[config.mk]
export PLATFORM = sky130hd
export DESIGN_NAME = shift_sequencer
export DESIGN_NICKNAME = d
export VERILOG_FILES = /design/src/rtl/shift_sequencer.sv
export SDC_FILE = /design/constraint.sdc
export NUM_CORES = 1
export LEC_CHECK = 0
export ABC_AREA = 1
export CORE_MARGIN = 2
export CORE_UTILIZATION = 49
export CTS_CLUSTER_DIAMETER = 40
export DETAILED_ROUTE_END_ITERATION = 12
export PLACE_DENSITY_LB_ADDON = 0.05
export SLEW_MARGIN = 5
export SYNTH_ARGS = -nofsm -noshare
export SYNTH_HDL_FRONTEND = slang
export SYNTH_SLANG_ARGS = --single-unit
export TNS_END_PERCENT = 20
[constraint.sdc]
create_clock -name clk -period 2.7 [get_ports clk]
set_clock_uncertainty 0.1 [all_clocks]
set_input_delay 0.54 -clock clk [delete_from_list [all_inputs] [get_ports clk]]
set_output_delay 0.54 -clock clk [all_outputs]
set_load 0.05 [all_outputs]
[src/rtl/shift_sequencer.sv]
// shift_sequencer: multi-pass controller around the 4-bit shifter unit.
// Latches an operand, select code and pass count, then recirculates the
// shifter output into the working register once per clock until the count
// runs out, finishing with a one-cycle done pulse.

// Combinational 4-bit shifter: pass, clear bit, zero, rotate.
module shifter4 (
    input  logic [3:0] d,
    input  logic [2:0] s,
    output logic [3:0] y
);
    // Select-code decode of the per-pass transfer.
    always_comb begin
        y = d;
        case (s)
            3'b001:  y = {d[3:1], 1'b0};
            3'b010:  y = {1'b0, d[2:0]};
            3'b011:  y = 4'b0000;
            3'b101:  y = {d[2], d[1], d[0], d[3]};
            3'b110:  y = {d[0], d[3], d[2], d[1]};
            default: y = d;
        endcase
    end
endmodule

module shift_sequencer #(
    parameter int CNT_W = 3
) (
    input  logic             clk,
    input  logic             rst,
    input  logic             start,
    input  logic             abort,
    input  logic [3:0]       din,
    input  logic [2:0]       op,
    input  logic [CNT_W-1:0] count,
    output logic [3:0]       y,
    output logic             busy,
    output logic             done
);
    typedef enum logic [1:0] {
        IDLE = 2'd0,
        RUN  = 2'd1,
        DONE = 2'd2
    } state_t;

    state_t           state, state_nxt;
    logic [3:0]       work;
    logic [2:0]       op_q;
    logic [CNT_W-1:0] cnt;
    logic [3:0]       sh_y;

    shifter4 u_shifter (
        .d (work),
        .s (op_q),
        .y (sh_y)
    );

    // State register.
    always_ff @(posedge clk or posedge rst) begin
        if (rst) state <= IDLE;
        else     state <= state_nxt;
    end

    // Next-state logic; abort wins over the pass, last pass is cnt==1.
    always_comb begin
        state_nxt = state;
        case (state)
            IDLE: begin
                if (start) state_nxt = (count == '0) ? DONE : RUN;
            end
            RUN: begin
                if (abort)                                state_nxt = IDLE;
                else if (cnt == {{(CNT_W-1){1'b0}}, 1'b1}) state_nxt = DONE;
            end
            DONE:    state_nxt = IDLE;
            default: state_nxt = IDLE;
        endcase
    end

    // Datapath: load on accepted start, recirculate one pass per RUN cycle.
    always_ff @(posedge clk or posedge rst) begin
        if (rst) begin
            work <= 4'b0000;
            op_q <= 3'b000;
            cnt  <= '0;
        end else begin
            if (state == IDLE && start) begin
                work <= din;
                op_q <= op;
                cnt  <= count;
            end else if (state == RUN && !abort) begin
                work <= sh_y;
                if (cnt != '0) cnt <= cnt - 1'b1;
            end
        end
    end

    assign y    = work;
    assign busy = (state == RUN);
    assign done = (state == DONE);
endmodule

==> metrics.csv, run 1 <==
stage,metric,value,unit
run_status,outcome,finished clean,
place,post_dp_cell_area,1030,um^2
critical_path,crit_chain,inv_2 -> nor2_1 -> clkdlybuf4s50_1,
synth,ys_seq_area_share,35.6,%
critical_path,slowest_delay,0.80,ns
power_and_ir_drop,sw_frac_of_total,52.7,%
power_and_ir_drop,p_total,1.16,mW
critical_path,cp_slowest_cell,clkdlybuf4s50_1,
clock_tree,ctsResizeCount,0,
grt,overflow,0,
sta,fin_setup_tns,0,ns
synth,synth_warnings,0,
finish,utilization,67.3,%
power_and_ir_drop,clock_power_share,9.5,%
floorplan,initial_core_util,54.1,%
critical_path,worstPathMaxFanout,3,
critical_path,crit_arrival,1.62,ns
hold_path,hp-class,reg2reg,
clock_tree,cts_hold_buf,0,
sta,setup_viol,0,
critical_path,cp-start-kind,register,
clock_tree,cts_tree,done,
clock_tree,cts_buffers,3,
drt,drt-wirelength-per-cell,12.6,um
floorplan,coreArea,1560,um^2
power_and_ir_drop,leakage,0.504,nW
floorplan,die_w,45.5,um
drt,wirelength,1860,um
finish,n_antenna_cell,0,
synth,synthCells,113,
synth,synth.top_cell.area_share,35.6,%
finish,stdcell_area,1050,um^2
power_and_ir_drop,pwr-share-comb,59.1,%
floorplan,die_area,2070,um^2
critical_path,path_class,reg2out,
power_and_ir_drop,intPower,0.548,mW
drt,vias_per_cell,5.33,
power_and_ir_drop,peakVddDrop,597,uV
synth,avgSynthCellArea,7.46,um^2
clock_tree,clockBufferDepth,2,
grt,grt_max_degree,19,
finish,layout_common_cells,"35 x nand2_1, 19 x clkdlybuf4s50_1, 13 x o21ai_0",
floorplan,die_h,45.5,um
clock_tree,clk_latency,0.27,ns
place,dp.cells,145,
sta,fin_crit,2.26,ns
power_and_ir_drop,seqPwrFrac,31.4,%
clock_tree,clk_pin_slew_worst_paths,0.07,ns
clock_tree,post_cts.repair.setup_buffers,0,
grt,grt_pass1_vias,745,
clock_tree,clock_sinks,12,
grt,antenna_found_initial,0,
sta,rsz0062_at_grt,false,
clock_tree,ctsHtreeMaxLevel,1,
finish,final_common_cell,nand2_1,
sta,drv_slew,0,
drt,drt-pass1-iter-count,4,
place,place.gp.congestion,0.776,
synth,yosysTopAreaCell,dfrtp_1,
finish,nets,151,
floorplan,io_pins,20,
grt,track_usage,22.2,%
power_and_ir_drop,powerDensity,1100,nW/um^2
power_and_ir_drop,p_sw,0.610,mW
job,cap_violations,0,
sta,fmax,443,MHz
finish,n_fill_cell,140,
drt,antenna_left,0,
grt,grt_pass1_wl,3180,um
finish,syn2layout_area_growth,24.5,%
synth,syn_area,843,um^2
critical_path,crit_required,2.06,ns
synth,synthTopCellsByArea,"dfrtp_1 36%, nand2_1 16%, o21ai_0 7.7%",
synth,synth_seq_cells,12,
sta,finalHoldViolations,0,
synth,ys_types,23,
synth,syn-num-nets,130,
drt,post-route-drc-count,0,
drt,dr_total_vias,789,
floorplan,rows,14,
finish,stdcell_count,148,
drt,drtIter0Drc,13,
place,dp_hpwl,1410,um
finish,drive_gt1_share,13.6,%
sta,maxSlewHeadroom,66.9,%
critical_path,end_kind,output port,
sta,max_slew.worst_pin.slew,0.495,ns
sta,post-route-period-util,83.7,%
place,io_buffers,19,
clock_tree,cts-root-buf,clkbuf_4,
-- worst max-delay path, delay by kind of cell, from the launching register on --
family,cells,cell delay (ns)
simple gates,1,0.08
buf+inv,2,0.87
flops,1,0.39
-- power groups by stage --
stage	Combinational [mW]	Sequential, mW	Clock [mW]
floorplan	0.484	0.409	0
global placement	0.671	0.361	0
detailed placement	0.684	0.363	0
CTS	0.689	0.361	0.114
global route	0.763	0.375	0.127
finish	0.685	0.363	0.111
-- flip-flops by register name, indices dropped and copies added (netlist names) --
| name | flops |
|---|---|
| cnt | 3 |
| op_q | 3 |
| state | 2 |
| y | 4 |
-- worst paths after layout --
path	startpoint	to	slack, ns	cells past startpoint
max	state[0]$_DFFE_PP0P_	busy	0.44	3
min	y[2]$_DFFE_PP0P_	y[2]$_DFFE_PP0P_	0.43	2
max reg2reg	op_q[2]$_DFFE_PP0P_	y[2]$_DFFE_PP0P_	1.27	6
min reg2reg	y[2]$_DFFE_PP0P_	y[2]$_DFFE_PP0P_	0.43	2
max in group asynchronous	rst	op_q[0]$_DFFE_PP0P_	1.68	2
min in group asynchronous	rst	y[2]$_DFFE_PP0P_	0.49	2
-- metal layers --
layer	global-route usage [%]	share of wire, %	wire [um]
met1	26.1	46	853
met2	36.9	48	890
met3	8.73	5.3	99
met4	7.06	0.97	18
met5	0	0	0
-- cell type report --
class,instances,area [um^2],area share [%]
multi-input cells,83,458,43.6
flip-flops and latches,12,300,28.6
repair buffers,19,190,18.1
inverters,15,58.8,5.60
clock buffers,3,22.5,2.15
well taps,16,20.0,1.91
-- cells in the mapped netlist --
master,instances
buf_4,2
nor2_4,2
nand2_4,1
xor2_1,1
nand2_1,35
a21o_1,1
o21ai_0,13
dfrtp_1,12
buf_6,1
inv_4,1
inv_2,6
nand3_2,1
ha_1,3
nand2_2,2
a211oi_1,1
o221ai_1,1
nand3_4,2
inv_1,8
nand3_1,3
nand4_1,5
a21oi_1,1
nand3b_1,2
nor2_1,9
-- through the flow --
stage	setup WS [ns]	hold WS (ns)
finish	0.440	0.429
global route	0.391	0.452
CTS	0.438	0.437
detailed placement	0.745	0.416
global placement	0.771	0.397
floorplan	1.00	0.305
-- cell families (layout without fill, tap and decap cells) --
logic type | count (synthesis) | after routing | share of synthesized area (%)
buffers and inverters | 18 | 37 | 10.1
adders and majority gates | 3 | 3 | 4.45
xor gates and xnor gates | 1 | 1 | 1.04
and+or+nand+nor | 62 | 62 | 37.7
AOI/OAI and AO/OA | 17 | 17 | 11.1
DFF | 12 | 12 | 35.6
No activity file was read; power rests on OpenSTA's default activity.
==> run 2, diff against run 1 <==
--- a/config.mk
+++ b/config.mk
@@ -7,7 +7,7 @@
 export LEC_CHECK = 0
 export ABC_AREA = 1
 export CORE_MARGIN = 2
-export CORE_UTILIZATION = 49
+export CORE_UTILIZATION = 43
 export CTS_CLUSTER_DIAMETER = 40
 export DETAILED_ROUTE_END_ITERATION = 12
 export PLACE_DENSITY_LB_ADDON = 0.05
==> constraint.sdc (replaced) <==
create_clock -name clk -period 1.85 [get_ports clk]
set_clock_uncertainty 0.1 [all_clocks]
set_input_delay 0.37 -clock clk [delete_from_list [all_inputs] [get_ports clk]]
set_output_delay 0.37 -clock clk [all_outputs]
set_load 0.05 [all_outputs]
==> run 2 against run 1 <==
  * Global-route usage is 4.5 points lower
  * Clock-buffer cell count unchanged
  * Register-to-register slack got worse by 0.83 ns
  * Highest routed layer unchanged
  * Via count is 3.3% higher
  * Sequential power grew 47%
  * Worst hold slack lost 0.12 ns
  * Combinational power up 52%
  * Final area grew 3.0%
  * Cell count up 8.1%
==> metrics.csv, run 2 (synthesized netlist as in run 1, its figures left out) <==
stage,metric,value,unit
sta,setup_viol,0,
power_and_ir_drop,powerDensity,1610,nW/um^2
finish,drive_gt1_share,18.8,%
grt,overflow,0,
clock_tree,clock_sinks,12,
critical_path,end_kind,output port,
clock_tree,cts_buffers,3,
finish,layout_common_cells,"35 x nand2_1, 13 x o21ai_0, 13 x clkdlybuf4s50_1",
place,io_buffers,19,
drt,drt-wirelength-per-cell,11.8,um
sta,drv_slew,0,
drt,vias_per_cell,5.09,
sta,finalHoldViolations,0,
drt,wirelength,1880,um
floorplan,coreArea,1900,um^2
grt,grt_pass1_vias,674,
clock_tree,clk_pin_slew_worst_paths,0.08,ns
critical_path,cp-start-kind,register,
place,place.gp.congestion,0.835,
floorplan,die_h,48.3,um
critical_path,crit_arrival,1.06,ns
drt,drtIter0Drc,32,
critical_path,r2r_slack,0.44,ns
finish,nets,152,
sta,post-route-period-util,82.5,%
finish,n_antenna_cell,0,
grt,met2_usage,26.3,%
floorplan,rows,16,
clock_tree,clockBufferDepth,2,
critical_path,crit_required,1.38,ns
drt,drt-pass1-iter-count,4,
finish,final_common_cell,nand2_1,
place,dp_slack,0.115,ns
drt,antenna_left,0,
sta,fin_crit,1.53,ns
job,cap_violations,0,
grt,grt_use_met1,23.5,%
power_and_ir_drop,peakVddDrop,666,uV
clock_tree,cts_hold_buf,0,
drt,dr_total_vias,815,
finish,largest_reg_flops,4,
finish,syn2layout_area_growth,28.2,%
grt,grt_busiest_layer,met2,
grt,grt_max_degree,19,
grt,grt_pass1_wl,2780,um
clock_tree,ctsHtreeMaxLevel,1,
sta,rsz0062_at_grt,false,
place,dp.cells,157,
place,dp_hpwl,1380,um
sta,setup_ws,0.325,ns
clock_tree,cts_tree,done,
sta,fmax,656,MHz
floorplan,die_area,2330,um^2
sta,maxSlewHeadroom,68.4,%
floorplan,die_w,48.3,um
power_and_ir_drop,p_total,1.74,mW
clock_tree,post_cts.repair.setup_buffers,0,
clock_tree,clk_latency,0.28,ns
hold_path,hp-class,in2async,
run_status,outcome,finished clean,
grt,antenna_found_initial,0,
sta,max_slew.worst_pin.slew,0.474,ns
power_and_ir_drop,leakage,0.525,nW
floorplan,initial_core_util,44.3,%
finish,n_fill_cell,184,
critical_path,path_class,reg2out,
grt,grt_use_met3,3.33,%
drt,post-route-drc-count,0,
floorplan,io_pins,20,
critical_path,worstPathMaxFanout,3,
finish,stdcell_count,160,
clock_tree,ctsResizeCount,0,
sta,fin_setup_tns,0,ns
grt,track_usage,17.7,%
clock_tree,cts-root-buf,clkbuf_4,
-- run 2: worst max-delay path, stage by stage (launching register included) --
cell	delay [ns]
dfrtp_1	0.38
inv_2	0.06
nor2_1	0.17
buf_12	0.16
-- run 2: power by group --
part / total (mW) / internal, mW / switching, mW
logic: 1.04 / 0.369 / 0.672
clock network: 0.169 / 0.0756 / 0.0937
registers: 0.532 / 0.380 / 0.151
total: 1.74 / 0.825 / 0.917
-- run 2: final timing paths --
check,startpoint,to,depth (start not counted)
worst max register to register,op_q[2]$_DFFE_PP0P_,y[1]$_DFFE_PP0P_,6
min in group clk,y[2]$_DFFE_PP0P_,y[2]$_DFFE_PP0P_,2
max in group asynchronous,rst,cnt[2]$_DFFE_PP0P_,2
worst min-delay path,rst,op_q[0]$_DFFE_PP0P_,2
worst max-delay path,state[0]$_DFFE_PP0P_,busy,3
worst min register to register,y[2]$_DFFE_PP0P_,y[2]$_DFFE_PP0P_,2
-- run 2: per-stage QoR --
| step | hold slack, ns | util, % | instance area (um^2) |
|---|---|---|---|
| after global placement | 0.398 | 55.7 | 1060 |
| after detailed placement | 0.398 | 55.7 | 1060 |
| final | 0.307 | 56.8 | 1080 |
| after global routing | 0.371 | 56.8 | 1080 |
| after floorplan | 0.135 | - | 843 |
| after CTS | 0.331 | 56.8 | 1080 |
-- run 2: per-layer routing --
metal	wire length, um	part of all wire, %
met1	846	45
met2	878	47
met3	115	6.1
met4	40	2.1
met5	0	0
-- run 2: cell type report --
| class | count | area [um^2] | share of cell area (%) |
|---|---|---|---|
| Timing Repair Buffer | 20 | 208 | 19.2 |
| Inverter | 15 | 58.8 | 5.44 |
| Multi-Input combinational cell | 83 | 458 | 42.4 |
| Sequential cell | 12 | 300 | 27.8 |
| Tap cell | 27 | 33.8 | 3.12 |
| Clock buffer | 3 | 22.5 | 2.08 |
==> run 3, diff against run 2 <==
==> constraint.sdc (replaced) <==
create_clock -name clk -period 1.3 [get_ports clk]
set_clock_uncertainty 0.1 [all_clocks]
set_input_delay 0.26 -clock clk [delete_from_list [all_inputs] [get_ports clk]]
set_output_delay 0.26 -clock clk [all_outputs]
set_load 0.05 [all_outputs]
==> run 3 against run 2 <==
  * The flow now finishes with violations (negative setup slack)
  * Register-to-register slack worse by 0.46 ns
  * Final area up 17%
  * Critical path type unchanged
  * Die area unchanged
  * Core utilization up 9.9 points
  * Largest power group unchanged
  * Combinational power up 88%
  * Setup slack worse by 0.41 ns
==> metrics.csv, run 3 (synthesized netlist as in run 1, its figures left out) <==
stage,metric,value,unit
run_status,outcome,"finished, violations left",
run_status,failed_checks,negative setup slack,
grt,grt_pass1_wl,3100,um
place,io_buffers,19,
critical_path,path_class,reg2out,
power_and_ir_drop,leakage,0.600,nW
grt,grt_use_met1,27.0,%
sta,setup_viol,4,
floorplan,rows,16,
hold_path,hp-class,in2async,
place,dp_hpwl,1520,um
sta,fmax,722,MHz
finish,layout_common_cells,"34 x nand2_1, 13 x clkdlybuf4s50_1, 11 x buf_4",
floorplan,io_pins,20,
critical_path,cp_num_cells,3,
clock_tree,ctsHtreeMaxLevel,1,
place,dp_slack,-0.298,ns
finish,largest_reg_flops,4,
clock_tree,clock_sinks,12,
drt,drt-pass1-iter-count,4,
grt,met2_usage,29.5,%
floorplan,coreArea,1900,um^2
floorplan,die_h,48.3,um
critical_path,cp_slowest_cell,dfrtp_1,
job,cap_violations,0,
clock_tree,cts_buffers,3,
finish,drive_gt1_share,32.4,%
power_and_ir_drop,p_total,3.02,mW
grt,grt_max_degree,13,
clock_tree,clk_pin_slew_worst_paths,0.09,ns
sta,post-route-period-util,107,%
clock_tree,clk_latency,0.27,ns
finish,final_common_cell,nand2_1,
drt,drtIter0Drc,12,
drt,drt-wirelength-per-cell,11.1,um
clock_tree,cts_tree,done,
clock_tree,clockBufferDepth,2,
grt,track_usage,19.7,%
critical_path,slowest_delay,0.40,ns
clock_tree,cts-root-buf,clkbuf_4,
critical_path,crit_required,0.94,ns
finish,n_antenna_cell,0,
grt,grt_busiest_layer,met2,
sta,rsz0062_at_grt,true,
grt,grt_pass1_vias,724,
drt,post-route-drc-count,0,
critical_path,worst-r2r-cell-count,8,
sta,fin_crit,1.38,ns
critical_path,crit_arrival,1.02,ns
sta,finalHoldViolations,0,
critical_path,crit_chain,inv_2 -> nor2_2 -> buf_12,
grt,overflow,0,
drt,dr_total_vias,839,
critical_path,cp_num_buf_inv,2,
finish,nets,163,
sta,drv_slew,0,
floorplan,die_area,2330,um^2
drt,wirelength,1910,um
critical_path,cp-start-kind,register,
drt,vias_per_cell,4.88,
power_and_ir_drop,powerDensity,2380,nW/um^2
power_and_ir_drop,peakVddDrop,1510,uV
floorplan,die_w,48.3,um
place,place.gp.congestion,0.794,
grt,grt_use_met3,3.70,%
floorplan,initial_core_util,44.3,%
critical_path,worstPathMaxFanout,3,
sta,max_slew.worst_pin.slew,0.212,ns
finish,syn2layout_area_growth,50.4,%
sta,setup_ws,-0.0846,ns
grt,antenna_found_initial,0,
sta,maxSlewHeadroom,85.8,%
drt,antenna_left,0,
critical_path,cpLargestDelayFamily,flip-flops,
critical_path,end_kind,output port,
==> run 3: power by group <==
| part | internal (mW) | switching (mW) | leakage, nW |
|---|---|---|---|
| registers | 0.553 | 0.209 | 0.148 |
| clock network | 0.170 | 0.141 | 0.0210 |
| logic | 0.878 | 1.07 | 0.431 |
==> run 3: area by class of cell <==
cell class | instances | area (um^2)
multi-input cells | 83 | 479
flip-flops and latches | 12 | 305
repair buffers | 31 | 353
fillers | 165 | 633
inverters | 15 | 61.3
clock buffers | 4 | 36.3
well taps | 27 | 33.8
==> run 3: worst min-delay path, cell delays in order <==
cell	delay (ns)
clkdlybuf4s50_1	0.39
inv_1	0.06
buf_4	0.20
==> run 3: per-layer routing <==
| layer | share of wire, % | wire [um] |
|---|---|---|
| met5 | 0 | 0 |
| met1 | 47 | 907 |
| met3 | 4.3 | 82 |
| met4 | 2.2 | 43 |
| met2 | 46 | 880 |
==> run 3: path summary, 6_finish.rpt <==
path                                      startpoint             endpoint  slack (ns)
worst max register to register  state[1]$_DFFE_PP0P_     y[1]$_DFFE_PP0P_       -0.02
min in group clk                               op[2]  op_q[2]$_DFFE_PP0P_        0.44
max in group asynchronous                        rst     y[1]$_DFFE_PP0P_        0.77
worst min register to register      y[2]$_DFFE_PP0P_     y[2]$_DFFE_PP0P_        0.47
worst min-delay path                             rst     y[0]$_DFFE_PP0P_        0.16
worst max-delay path            state[0]$_DFFE_PP0P_                 busy       -0.08
==> run 3: stage by stage <==
step	std cells	utilization, %	hold slack (ns)	setup TNS (ns)	area, um^2
after floorplan	113	-	0.0247	-0.227	843
final	172	66.7	0.161	-0.199	1270
after global routing	172	66.7	0.189	-0.788	1270
after detailed placement	168	63.3	0.463	-2.56	1200
after global placement	168	63.3	0.463	-2.43	1200
after CTS	172	65.7	0.168	-0.226	1250
==> run 3: what timing repair did <==
action / CTS / global route
endpoints found under the hold margin: 0 / 0
gates cloned: 0 / 0
pin swaps: 0 / 4
gates resized for setup: 5 / 10
endpoints found under the setup margin: 7 / 13
hold buffers: 0 / 0
setup buffers: 0 / 0
